**config.mk**
```make
export PLATFORM = sky130hd
export DESIGN_NAME = pci_arbiter
export DESIGN_NICKNAME = d
export VERILOG_FILES = /design/src/rtl/pci_arbiter.sv
export SDC_FILE = /design/constraint.sdc
export NUM_CORES = 1
export LEC_CHECK = 0
export ABC_AREA = 1
export CORE_MARGIN = 3
export CORE_UTILIZATION = 35
export CTS_BUF_LIST = sky130_fd_sc_hd__clkbuf_2
export DETAILED_ROUTE_END_ITERATION = 16
export PLACE_DENSITY_LB_ADDON = 0.15
export SLEW_MARGIN = 10
export SYNTH_ARGS = -nofsm -noshare
export SYNTH_HDL_FRONTEND = slang
export SYNTH_SLANG_ARGS = --single-unit
```
**constraint.sdc**
```tcl
create_clock -name clk -period 3.1 [get_ports clk]
set_input_delay 0.62 -clock clk [delete_from_list [all_inputs] [get_ports clk]]
set_output_delay 0.62 -clock clk [all_outputs]
set_load 0.005 [all_outputs]
```
**src/rtl/pci_arbiter.sv**
```systemverilog
// Central PCI bus arbiter: round-robin REQ/GNT handshake with FRAME/IRDY tracking.
// Owns no AD/C_BE traffic; only grant sequencing, turnaround and grant timeout.
//
// state   | meaning
// --------+-----------------------------------------------------------
// IDLE    | bus free, arbitrate among active REQ lines
// GRANT   | GNT driven to owner, waiting for FRAME (timeout counter runs)
// BUSY    | transaction on bus, wait for FRAME and IRDY both high
// TURN    | one-cycle turnaround with all GNT high
module pci_arbiter #(
  parameter int N_DEV       = 3,
  parameter int GNT_TIMEOUT = 16,
  parameter int OW          = 2
) (
  input  logic             clk,
  input  logic             RST,
  input  logic [N_DEV-1:0] REQ,
  output logic [N_DEV-1:0] GNT,
  input  logic             FRAME,
  input  logic             IRDY,
  output logic [OW-1:0]    OWNER,
  output logic             BUS_BUSY,
  output logic             TIMEOUT
);

  localparam int               CNT_W    = $clog2(GNT_TIMEOUT) + 1;
  localparam logic [CNT_W-1:0] CNT_LAST = CNT_W'(GNT_TIMEOUT - 1);
  localparam logic [OW-1:0]    LAST_RST = OW'(N_DEV - 1);

  typedef enum logic [1:0] {
    ST_IDLE,
    ST_GRANT,
    ST_BUSY,
    ST_TURN
  } state_t;

  state_t             state_q, state_d;
  logic [N_DEV-1:0]   gnt_q, gnt_d;
  logic [OW-1:0]      owner_q, owner_d;
  logic [OW-1:0]      last_q, last_d;
  logic [CNT_W-1:0]   cnt_q, cnt_d;
  logic               bus_busy_q, bus_busy_d;
  logic               timeout_q, timeout_d;

  logic [N_DEV-1:0]   req_act;
  logic               frame_act;
  logic               irdy_act;
  logic               win_found;
  logic [OW-1:0]      win_idx;
  logic [OW-1:0]      scan_idx;

  // A floating (z/x) bus line must never read as asserted.
  always_comb begin
    for (int i = 0; i < N_DEV; i++) begin
      req_act[i] = (REQ[i] === 1'b0);
    end
    frame_act = (FRAME === 1'b0);
    irdy_act  = (IRDY === 1'b0);
  end

  always_comb begin
    win_found = 1'b0;
    win_idx   = '0;
    scan_idx  = '0;
    for (int i = 1; i <= N_DEV; i++) begin
      scan_idx = OW'((int'(last_q) + i) % N_DEV);
      if (!win_found && req_act[scan_idx]) begin
        win_found = 1'b1;
        win_idx   = scan_idx;
      end
    end
  end

  always_comb begin
    state_d   = state_q;
    gnt_d     = gnt_q;
    owner_d   = owner_q;
    last_d    = last_q;
    cnt_d     = cnt_q;
    timeout_d = 1'b1;

    unique case (state_q)
      ST_IDLE: begin
        gnt_d = '1;
        // A foreign master already on the bus takes precedence over arbitration.
        if (frame_act) begin
          state_d = ST_BUSY;
        end else if (win_found) begin
          gnt_d[win_idx] = 1'b0;
          owner_d        = win_idx;
          last_d         = win_idx;
          cnt_d          = '0;
          state_d        = ST_GRANT;
        end
      end
      ST_GRANT: begin
        if (cnt_q != '1) begin
          cnt_d = cnt_q + 1'b1;
        end
        if (frame_act) begin
          gnt_d   = '1;
          state_d = ST_BUSY;
        end else if (!req_act[owner_q]) begin
          gnt_d   = '1;
          state_d = ST_TURN;
        end else if (cnt_q == CNT_LAST) begin
          gnt_d     = '1;
          timeout_d = 1'b0;
          state_d   = ST_TURN;
        end
      end
      ST_BUSY: begin
        gnt_d = '1;
        if (!frame_act && !irdy_act) begin
          state_d = ST_TURN;
        end
      end
      ST_TURN: begin
        gnt_d   = '1;
        state_d = frame_act ? ST_BUSY : ST_IDLE;
      end
      default: begin
        gnt_d   = '1;
        state_d = ST_IDLE;
      end
    endcase

    bus_busy_d = !((state_d == ST_GRANT) || (state_d == ST_BUSY));
  end

  always_ff @(posedge clk) begin
    if (!RST) begin
      state_q    <= ST_IDLE;
      gnt_q      <= '1;
      owner_q    <= '0;
      last_q     <= LAST_RST;
      cnt_q      <= '0;
      bus_busy_q <= 1'b1;
      timeout_q  <= 1'b1;
    end else begin
      state_q    <= state_d;
      gnt_q      <= gnt_d;
      owner_q    <= owner_d;
      last_q     <= last_d;
      cnt_q      <= cnt_d;
      bus_busy_q <= bus_busy_d;
      timeout_q  <= timeout_d;
    end
  end

  assign GNT      = gnt_q;
  assign OWNER    = owner_q;
  assign BUS_BUSY = bus_busy_q;
  assign TIMEOUT  = timeout_q;

endmodule
```
Word-level counts from Yosys, hierarchy flattened
Cells that the tools add are included.
W data, S select, Z words.
{"block": "word_totals", "reg_bits": 16, "input_bits": 7, "out_inout_bits": 7, "word_cells": 92}
{"block": "classes", "add_sub_neg": 4, "div_mod_pow": 3, "n_lt_le_gt_ge": 6, "eq_ne": 16, "muxes": 35, "bitwise": 5, "reduce_logical": 16}
{"cell": "$mod A32 B3 Y32 const B", "n": 3}
{"cell": "$mux W2", "n": 10}
{"cell": "$lt A2 B3 Y1 const B", "n": 5}
{"cell": "$mux W3", "n": 5}
{"cell": "$mux W5", "n": 3}
{"cell": "$pmux W5 S2", "n": 1}
{"cell": "$mux W1", "n": 9}
{"cell": "$pmux W3 S3", "n": 1}
{"cell": "$bmux W1 S2", "n": 4}
{"cell": "$pmux W2 S4", "n": 1}
{"cell": "$add A2 B2 Y3 const B", "n": 2}
{"cell": "$eq A2 B2 Y1 const B", "n": 3}
{"cell": "$ne A2 B2 Y1 const B", "n": 3}
{"cell": "$add A5 B1 Y5 const B", "n": 1}
{"cell": "$eq A5 B4 Y1 const B", "n": 1}
{"cell": "$eqx A1 B1 Y1 const B", "n": 5}
{"cell": "$logic_not A1 Y1", "n": 5}
{"cell": "$ne A5 B5 Y1 const B", "n": 1}
{"cell": "$eq A2 B1 Y1 const B", "n": 2}
{"cell": "$logic_and A1 B1 Y1", "n": 4}
{"cell": "$ne A4 B4 Y1 const B", "n": 1}
{"cell": "$not A1 Y1", "n": 4}
{"cell": "$reduce_and A4 Y1", "n": 1}
{"cell": "$reduce_or A4 Y1", "n": 1}
{"cell": "9 further kinds", "n": 9}

Longest topological paths before layout
Gate-level depths: netlist of run 1.
{"block": "depth", "depth_word": 19, "ltp_mapped": 14, "ltp_nobuf": 13}

Worst setup path after synthesis of run 1
No wires, ideal clock.
{"block": "synth_path", "path_type": "register to register", "startpoint": "register, netlist name OWNER[0]", "endpoint": "register cnt_q[0]", "setup_ns": 0.072, "arrival_time_ns": 1.655, "required_ns": 3.028, "setup_slack_ns": 1.374, "path_stages_with_launch": 14, "path_cell_list": "dfxtp_1 > inv_1 > ha_1 > buf_6 > inv_4 > nand2_2 > nand3_2 > nand2_2 > nor2_4 > nand2_2 > nand2_4 > buf_8 > nand3_1 > a21oi_1"}
{"item": "end signal: assignment", "line": "145", "rtl": "cnt_q <= cnt_d;"}
{"item": "end: declaration", "line": "41", "rtl": "logic [CNT_W-1:0] cnt_q, cnt_d;"}

==> impl_summary.md, run 1 <==
Logic synthesis
Each instance of the synthesized netlist takes up on average 6.69 um^2. After synthesis, flip-flops and latches occupy around 31% of the total area. The register bit count reported by yosys is 15. The number of nets in the synthesized netlist is 159. In this run, distinct cell masters in the synthesized netlist total 24.

During synthesis, Yosys emitted a total of 0 warnings. The cell area after technology mapping is 977 um^2. In the synthesized netlist, the number of instances is about 150.

Setup path
For the worst setup path, the data required time is 3.28 ns. The biggest fanout along the worst timing path is 14. The worst setup path is captured at a register.

The critical path goes through inv_1, ha_1, nand2_2, nand3_2, nand2_2, nor2_4, nand2_2, nand2_4, nand2_1, nand2_1, a21oi_1. Among the stages of the critical path, the cell type that occurs most often is nand2_2. The type of element launching the critical path is a register. STA puts the critical path data arrival time at around 2.2 ns.

The type of the setup path with the least slack is reg -> reg. The largest individual stage delay along the critical path comes from the cell ha_1. The delay of the slowest critical-path stage is 0.48 ns.

Global routing
The first global-routing pass estimated 3310 um of wire. Summed over all layers, the global routing overflow is 0. Entering global routing, the biggest net connects 15 pins. Across every metal layer, demand over resource in global routing totals around an eighth. The number of global-route vias before repair is ~800. The initial antenna violation count is 0.

Routing
After detailed routing, the average wire length per cell comes to 10.7 um. The number of DRC markers in iteration 0 is 23. The final antenna-violating net count is 0.

The via density per instance is 4.84. The number of remaining DRC errors is 0. After detailed routing, the total wire length is between 2000 and 2500 um.

The total via count in the routed design is ~920. The detailed-router iteration count before antenna repair is 4.

Finish
The final standard cell area without fillers is ~1100 um^2. The top cell types in the final layout, fill and taps aside, are nand2_1 (37), nand3_1 (19), inv_1 (18). The fraction of layout cells with a size suffix above 1 is between 10 and 15%. Relative to the synthesized area, the layout overhead comes to 15.2%.

The most common cell after layout, fill and taps aside is nand2_1. The repair_antennas step left the layout with diodes totalling 0. The net count reported at finish is roughly 170.

Die
The area enclosed by the die boundary is 3460 um^2. The starting utilization of the core area is between 30% and 40%. The total area inside the core boundary comes to between 2000 and 3000 um^2. The floorplan step set the die width to a little under 60 um. The overall die height is 58.8 um. The number of rows created at floorplan is 18. The I/O pin count is 14.

Timing
Setup repair after global routing left no endpoint under its margin. The total negative slack is 0 ns. At the pin with the least slew margin, the transition time is ~0.34 ns. The final critical path takes up between 60 and 70% of the cycle. The worst pin sits at a relative slew slack of between 70 and 80%.

For the finished layout, the period the worst path requires is 2.04 ns. The count of pins over their slew limit is 0. The clock skew after layout is ~0.019 ns. The timing-limited maximum frequency is around 490 MHz. The number of setup violations in the final report is 0.

The number of failing hold endpoints at the final stage is 0. The final worst-path setup slack is approximately 1.1 ns.

CTS
The tree built by TritonCTS fans out to 15 sinks. The clock-pin transition on the worst setup and hold timing paths is between 0.1 and 0.15 ns. The count of instances resized after the clock tree is built is 0. The clock insertion delay at the later pin of the skew report is just under 0.3 ns. The number of hold buffers added after CTS was 0. The post-CTS setup buffer count is 0.

The maximum count of clock buffers along a single path is 2. Clock tree synthesis selected as its root buffer the cell clkbuf_2. TritonCTS built the clock tree.

The number of buffers inserted during clock tree synthesis is 3. CTS built an H-tree with a depth of 1.

Place
The pre-CTS setup slack is approximately 0.86 ns. After legalization and detailed placement, the total HPWL measured 1580 um. Once placement finished, the instance area stood at 1110 um^2.

The count of port buffers added during placement is 13. The congestion estimate from routability-driven global placement came to 0.778.

Pwr
The worst voltage drop across the vdd grid is 0.000205 V. Dividing total power by cell area gives a power density of 448 nW/um^2. The analysis attributes to cell leakage a power of 0.519 nW.

Outcome
The flow ran to the end, and the final reports show no timing, DRC or antenna violations.

Job
The tool flagged a number of max-cap violations equal to 0.

Worst hold path
The path class of the tightest hold or removal check is reg -> reg.
[worst max-delay path: cells and delay by family (launching register included)]
family | cells | cell delay [ns]
AOI/OAI and AO/OA | 1 | 0.06
adders and majority gates | 1 | 0.48
buffers and inverters | 1 | 0.09
DFF | 1 | 0.47
and+or+nand+nor | 8 | 0.84
[layer usage]
layer / up-vias / wire length [um] / track usage, %
li1: 499 / - / -
met1: 402 / 1080 / 16.7
met2: 12 / 818 / 19.4
met3: 2 / 105 / 4.82
met4: 0 / 9 / 1.94
met5: - / 0 / 0
[path summary, 6_finish.rpt]
path                            startpoint        to  slack, ns  cells after the start
worst max-delay path              OWNER[0]  cnt_q[1]       1.06                     11
worst min-delay path              cnt_q[4]  cnt_q[4]       0.52                      2
worst min register to register    cnt_q[4]  cnt_q[4]       0.52                      2
worst max register to register    OWNER[0]  cnt_q[1]       1.06                     11
[power breakdown]
| part | leakage [nW] | internal, W | switching, W |
|---|---|---|---|
| combinational | 0.380 | 0.0000729 | 0.000115 |
| clock | 0.0166 | 0.0000342 | 0.0000642 |
| sequential | 0.122 | 0.000207 | 0.0000106 |
| total | 0.519 | 0.000314 | 0.000190 |
[final cells by class]
| class | count | area, um^2 |
|---|---|---|
| multi-input cells | 107 | 561 |
| well taps | 30 | 37.5 |
| inverters | 20 | 77.6 |
| fillers | 301 | 1440 |
| repair buffers | 13 | 130 |
| clock buffers | 4 | 20.0 |
| flip-flops and latches | 15 | 300 |
[Yosys cell counts]
master / n / share of area, %
clkinv_1: 1 / 0.38
buf_2: 1 / 0.51
nand3b_1: 1 / 0.77
nor3b_1: 1 / 0.77
inv_4: 1 / 0.64
o21ai_0: 4 / 2.0
dfxtp_1: 15 / 31
nor2_1: 11 / 4.2
buf_8: 1 / 1.5
buf_4: 1 / 0.77
a21oi_1: 10 / 5.1
nand3_1: 19 / 9.7
ha_1: 6 / 7.7
nor3_1: 1 / 0.51
nand2_4: 1 / 1.2
or2_2: 2 / 1.3
buf_6: 1 / 1.2
inv_1: 18 / 6.9
nand3_2: 1 / 1.0
a31oi_1: 2 / 1.3
nand2_2: 6 / 3.8
nand4_1: 4 / 2.6
nor2_4: 1 / 1.2
nand2_1: 37 / 14
[state kept, by name (all words and copies together), names as in the netlist]
register  cells
GNT           3
OWNER         2
TIMEOUT       1
cnt_q         5
BUS_BUSY      1
last_q        1
state_q       2
[per-stage QoR]
stage | hold slack [ns] | cells | total power [W] | utilization [%]
after floorplan | 0.467 | 146 | 0.000370 | -
final | 0.515 | 189 | 0.000504 | 43.9
after detailed placement | 0.500 | 185 | 0.000411 | 43.1
after CTS | 0.519 | 189 | 0.000510 | 43.9
after global routing | 0.541 | 189 | 0.000540 | 43.9
after global placement | 0.496 | 185 | 0.000409 | 43.1
[cell families (layout without fill, tap and decap cells)]
logic type	after synthesis	in the layout	share of synthesized area (%)
AOI/OAI and AO/OA	16	16	8.45
adders and majority gates	6	6	7.68
buffers and inverters	24	37	11.9
DFF	15	15	30.7
and+or+nand+nor	85	85	41.2
No activity file was read; power rests on OpenSTA's default activity.
==> run 2: changes to the inputs <==
==> constraint.sdc (replaced) <==
create_clock -name clk -period 2 [get_ports clk]
set_input_delay 0.4 -clock clk [delete_from_list [all_inputs] [get_ports clk]]
set_output_delay 0.4 -clock clk [all_outputs]
set_load 0.005 [all_outputs]
==> run 2 against run 1 <==
  * Combinational power grew 64%
  * Cell area up 2.9%
  * Sequential cell count unchanged
  * Clock power rose by 54%
  * Count of clock-buffer cells in the layout is 1 lower
  * Die area did not move
  * First-iteration DRC count is 17% higher
  * Clock skew up 0.0069 ns
  * Worst hold slack better by 0.0025 ns
  * Critical endpoint is now cnt_q[0]
  * Largest cell class unchanged
==> impl_summary.md, run 2 (synthesized netlist as in run 1, its figures left out) <==
Timing
The shortest period the worst path allows came to 1.76 ns (was 2.04 ns). The transition at the pin with the smallest max-transition slack is 0.400 ns (was 0.340 ns). The timing-limited maximum frequency is 568 MHz (was 490 MHz).

The post-route worst hold slack is 0.518 ns (was 0.515 ns). The worst slew margin relative to its limit came to 73.2% (was 77.1%). Unrepaired setup endpoints after global routing: false (unchanged). The number of failing hold endpoints at the final stage is 0 (unchanged). The clock skew after layout is 0.0255 ns (was 0.0186 ns). The total negative slack was 0 ns (unchanged). The share of the clock period used by the worst path is 88.0% (was 65.8%). The number of setup violations in the final report was 0 (unchanged). The count of pins over their slew limit is 0 (unchanged).

Setup path
The biggest fanout along the worst timing path is 14 (unchanged). Ordered list of cells on the worst path: ha_2, nand2_2, nand3_2, nand2_2, nor2_4, nand2_2, nand2_4, nand2_1, nand2_1, a21oi_1 (was inv_1, ha_1, nand2_2, nand3_2, nand2_2, nor2_4, nand2_2, nand2_4, nand2_1, nand2_1, a21oi_1). The critical path's slowest cell is ha_2 (was ha_1). The kind of end point of the critical path is a register (unchanged). The type of the setup path with the least slack is reg -> reg (unchanged). The total buffers and inverters traversed by the critical path was 0 (was 1). The endpoint required time on the critical path came to 2.19 ns (was 3.28 ns). The endpoint arrival time on the critical path was 1.95 ns (was 2.22 ns).

The kind of cell adding the most delay to the critical path is simple AND/OR/NAND/NOR gates (unchanged). The delay of the slowest critical-path stage came to 0.43 ns (was 0.48 ns). The cell with the most instances on the worst path is nand2_2 (unchanged). The type of element launching the critical path is a register (unchanged).

Place
The count of port buffers added during placement is 13 (unchanged). The total half-perimeter wirelength after legalization and detailed placement is 1610 um (was 1580 um). The total placed cells including tap cells is 189 (was 185).

The instance area after placement came to 1140 um^2 (was 1110 um^2). The placer's final routability congestion estimate is 0.813 (was 0.778).

Finish
The final standard cell area without fillers is 1160 um^2 (was 1130 um^2). The count of inserted antenna diode cells is 0 (unchanged). The post-route non-filler standard cell count is 193 (was 189). The most common cell after layout, fill and taps aside is nand2_1 (unchanged). Most frequent cells in the layout: nand2_1 (37), nand3_1 (19), inv_1 (18) (unchanged). The fraction of layout cells with a size suffix above 1 is 12.9% (was 10.1%).

The number of flip-flops under the largest register name is 5 (unchanged). The area overhead of the layout relative to synthesis is 18.6% (was 15.2%). The largest register by flop count is cnt_q (unchanged). The net count reported at finish is 177 (was 173).

Die
The starting utilization of the core area was 38.1% (unchanged). The area enclosed by the die boundary is 3460 um^2 (unchanged). The floorplan core area was 2570 um^2 (unchanged). The number of rows created at floorplan is 18 (unchanged).

The die width is 58.8 um (unchanged). The overall die height is 58.8 um (unchanged). The I/O pin count is 14 (unchanged).

Pwr
The internal power contribution was 0.000489 W (was 0.000314 W). The sequential power share is 42.1% (was 43.2%). The switching power total is 0.000304 W (was 0.000190 W). The combinational group share of total power is 38.8% (was 37.3%). The worst voltage drop across the vdd grid came to 0.000332 V (was 0.000205 V). The leakage power of the design is 0.537 nW (was 0.519 nW).

The power share of the clock group is 19.1% (was 19.5%). The switching part of the total is 38.3% (was 37.7%). The cell area power density is 685 nW/um^2 (was 448 nW/um^2).

CTS
The clock tree root buffer cell was clkbuf_2 (unchanged). The hold buffer count at CTS is 0 (unchanged). The number of levels in the clock H-tree is 1 (unchanged). The CTS sink count was 15 (unchanged). The clock insertion delay at the later pin of the skew report is 0.31 ns (was 0.29 ns). The clock tree from TritonCTS is done (unchanged).

The maximum count of clock buffers along a single path came to 2 (unchanged). The clock-pin transition on the worst setup and hold timing paths is 0.17 ns (was 0.13 ns). The number of buffers inserted during clock tree synthesis came to 3 (unchanged).

Outcome
Run status: finished, final reports clean (unchanged).

Global routing
The first-pass GRT wire length was 3420 um (was 3310 um). The aggregate global-route resource usage is 13.1% (was 12.5%). The initial antenna violation count is 0 (unchanged). The met2 track demand over resource is 20.0% (was 19.4%). The total overflow reported by the global router is 0 (unchanged). The highest-utilization routing layer at the global route stage is met2 (unchanged). The met3 track demand over resource came to 4.82% (unchanged). The met1 track demand over resource in global routing is 16.9% (was 16.7%). The maximum number of pins on one net before global-route repair was 15 (unchanged). The number of global-route vias before repair is 770 (was 802).

Routing
The number of remaining DRC errors is 0 (unchanged). The total via count in the routed design came to 905 (was 915). The via density per instance is 4.69 (was 4.84). The routed wirelength normalized by instance count was 10.7 um (about the same). The number of DRC markers in iteration 0 is 27 (was 23). The wire length after detailed routing is 2070 um (was 2010 um). The detailed-router iteration count before antenna repair is 4 (unchanged). The final antenna-violating net count is 0 (unchanged).

Job
The number of max-cap violations is 0 (unchanged).

Worst hold path
The worst hold path class was reg -> reg (unchanged).
==> run 2: what timing repair did <==
action,4_1_cts,5_1_grt
endpoints found under the setup margin,0,5
setup buffers,0,0
gates resized for setup,0,1
==> run 2: cell type report <==
class                           instances  area [um^2]
Tap cell                               30         37.5
Clock buffer                            3         15.0
Inverter                               20         77.6
Clock inverter                          1         5.00
Sequential cell                        15          300
Fill cell                             276         1410
Multi-Input combinational cell        107          563
Timing Repair Buffer                   17          160
==> run 2: path summary, 6_finish.rpt <==
kind                                 from        to  slack (ns)  depth (start not counted)
worst min-delay path             cnt_q[4]  cnt_q[4]        0.52                          2
worst max register to register  last_q[1]  cnt_q[0]        0.24                         10
worst max-delay path            last_q[1]  cnt_q[0]        0.24                         10
worst min register to register   cnt_q[4]  cnt_q[4]        0.52                          2
==> run 2: tightest hold or removal path, cell delays in order, from the launching register on <==
cell     delay (ns)
dfxtp_1        0.35
nand3_1        0.08
a21oi_1        0.06
==> run 2: layer usage <==
metal | share of wire, % | vias up | wire length [um]
met1 | 50 | 383 | 1040
met2 | 43 | 14 | 897
met5 | 0 | - | 0
li1 | - | 503 | -
met4 | 1.3 | 0 | 26
met3 | 4.8 | 5 | 100
==> run 2: metrics by stage <==
step           power, W  worst slack, ns  utilization, %
2_1_floorplan  0.000574            0.274               -
3_3_place_gp   0.000640           0.0793            44.2
3_5_place_dp   0.000643           0.0821            44.2
4_1_cts        0.000798            0.172            45.0
5_1_grt        0.000852           0.0445            45.1
6_report       0.000793            0.240            45.1
==> run 2: power by group through the flow <==
stage                     sequential [W]  combinational [W]  clock [W]
after floorplan                 0.000343           0.000231          0
after global placement          0.000341           0.000299          0
after detailed placement        0.000341           0.000302          0
after CTS                       0.000334           0.000304   0.000160
after global routing            0.000338           0.000345   0.000170
final                           0.000334           0.000308   0.000152
==> run 3: changes to the inputs <==
--- a/config.mk
+++ b/config.mk
@@ -6,6 +6,7 @@
 export NUM_CORES = 1
 export LEC_CHECK = 0
 export ABC_AREA = 1
+export CAP_MARGIN = 20
 export CORE_MARGIN = 3
 export CORE_UTILIZATION = 35
 export CTS_BUF_LIST = sky130_fd_sc_hd__clkbuf_2
==> results of run 3 <==
Final layout, timing and power as in run 2 (identical DEF).
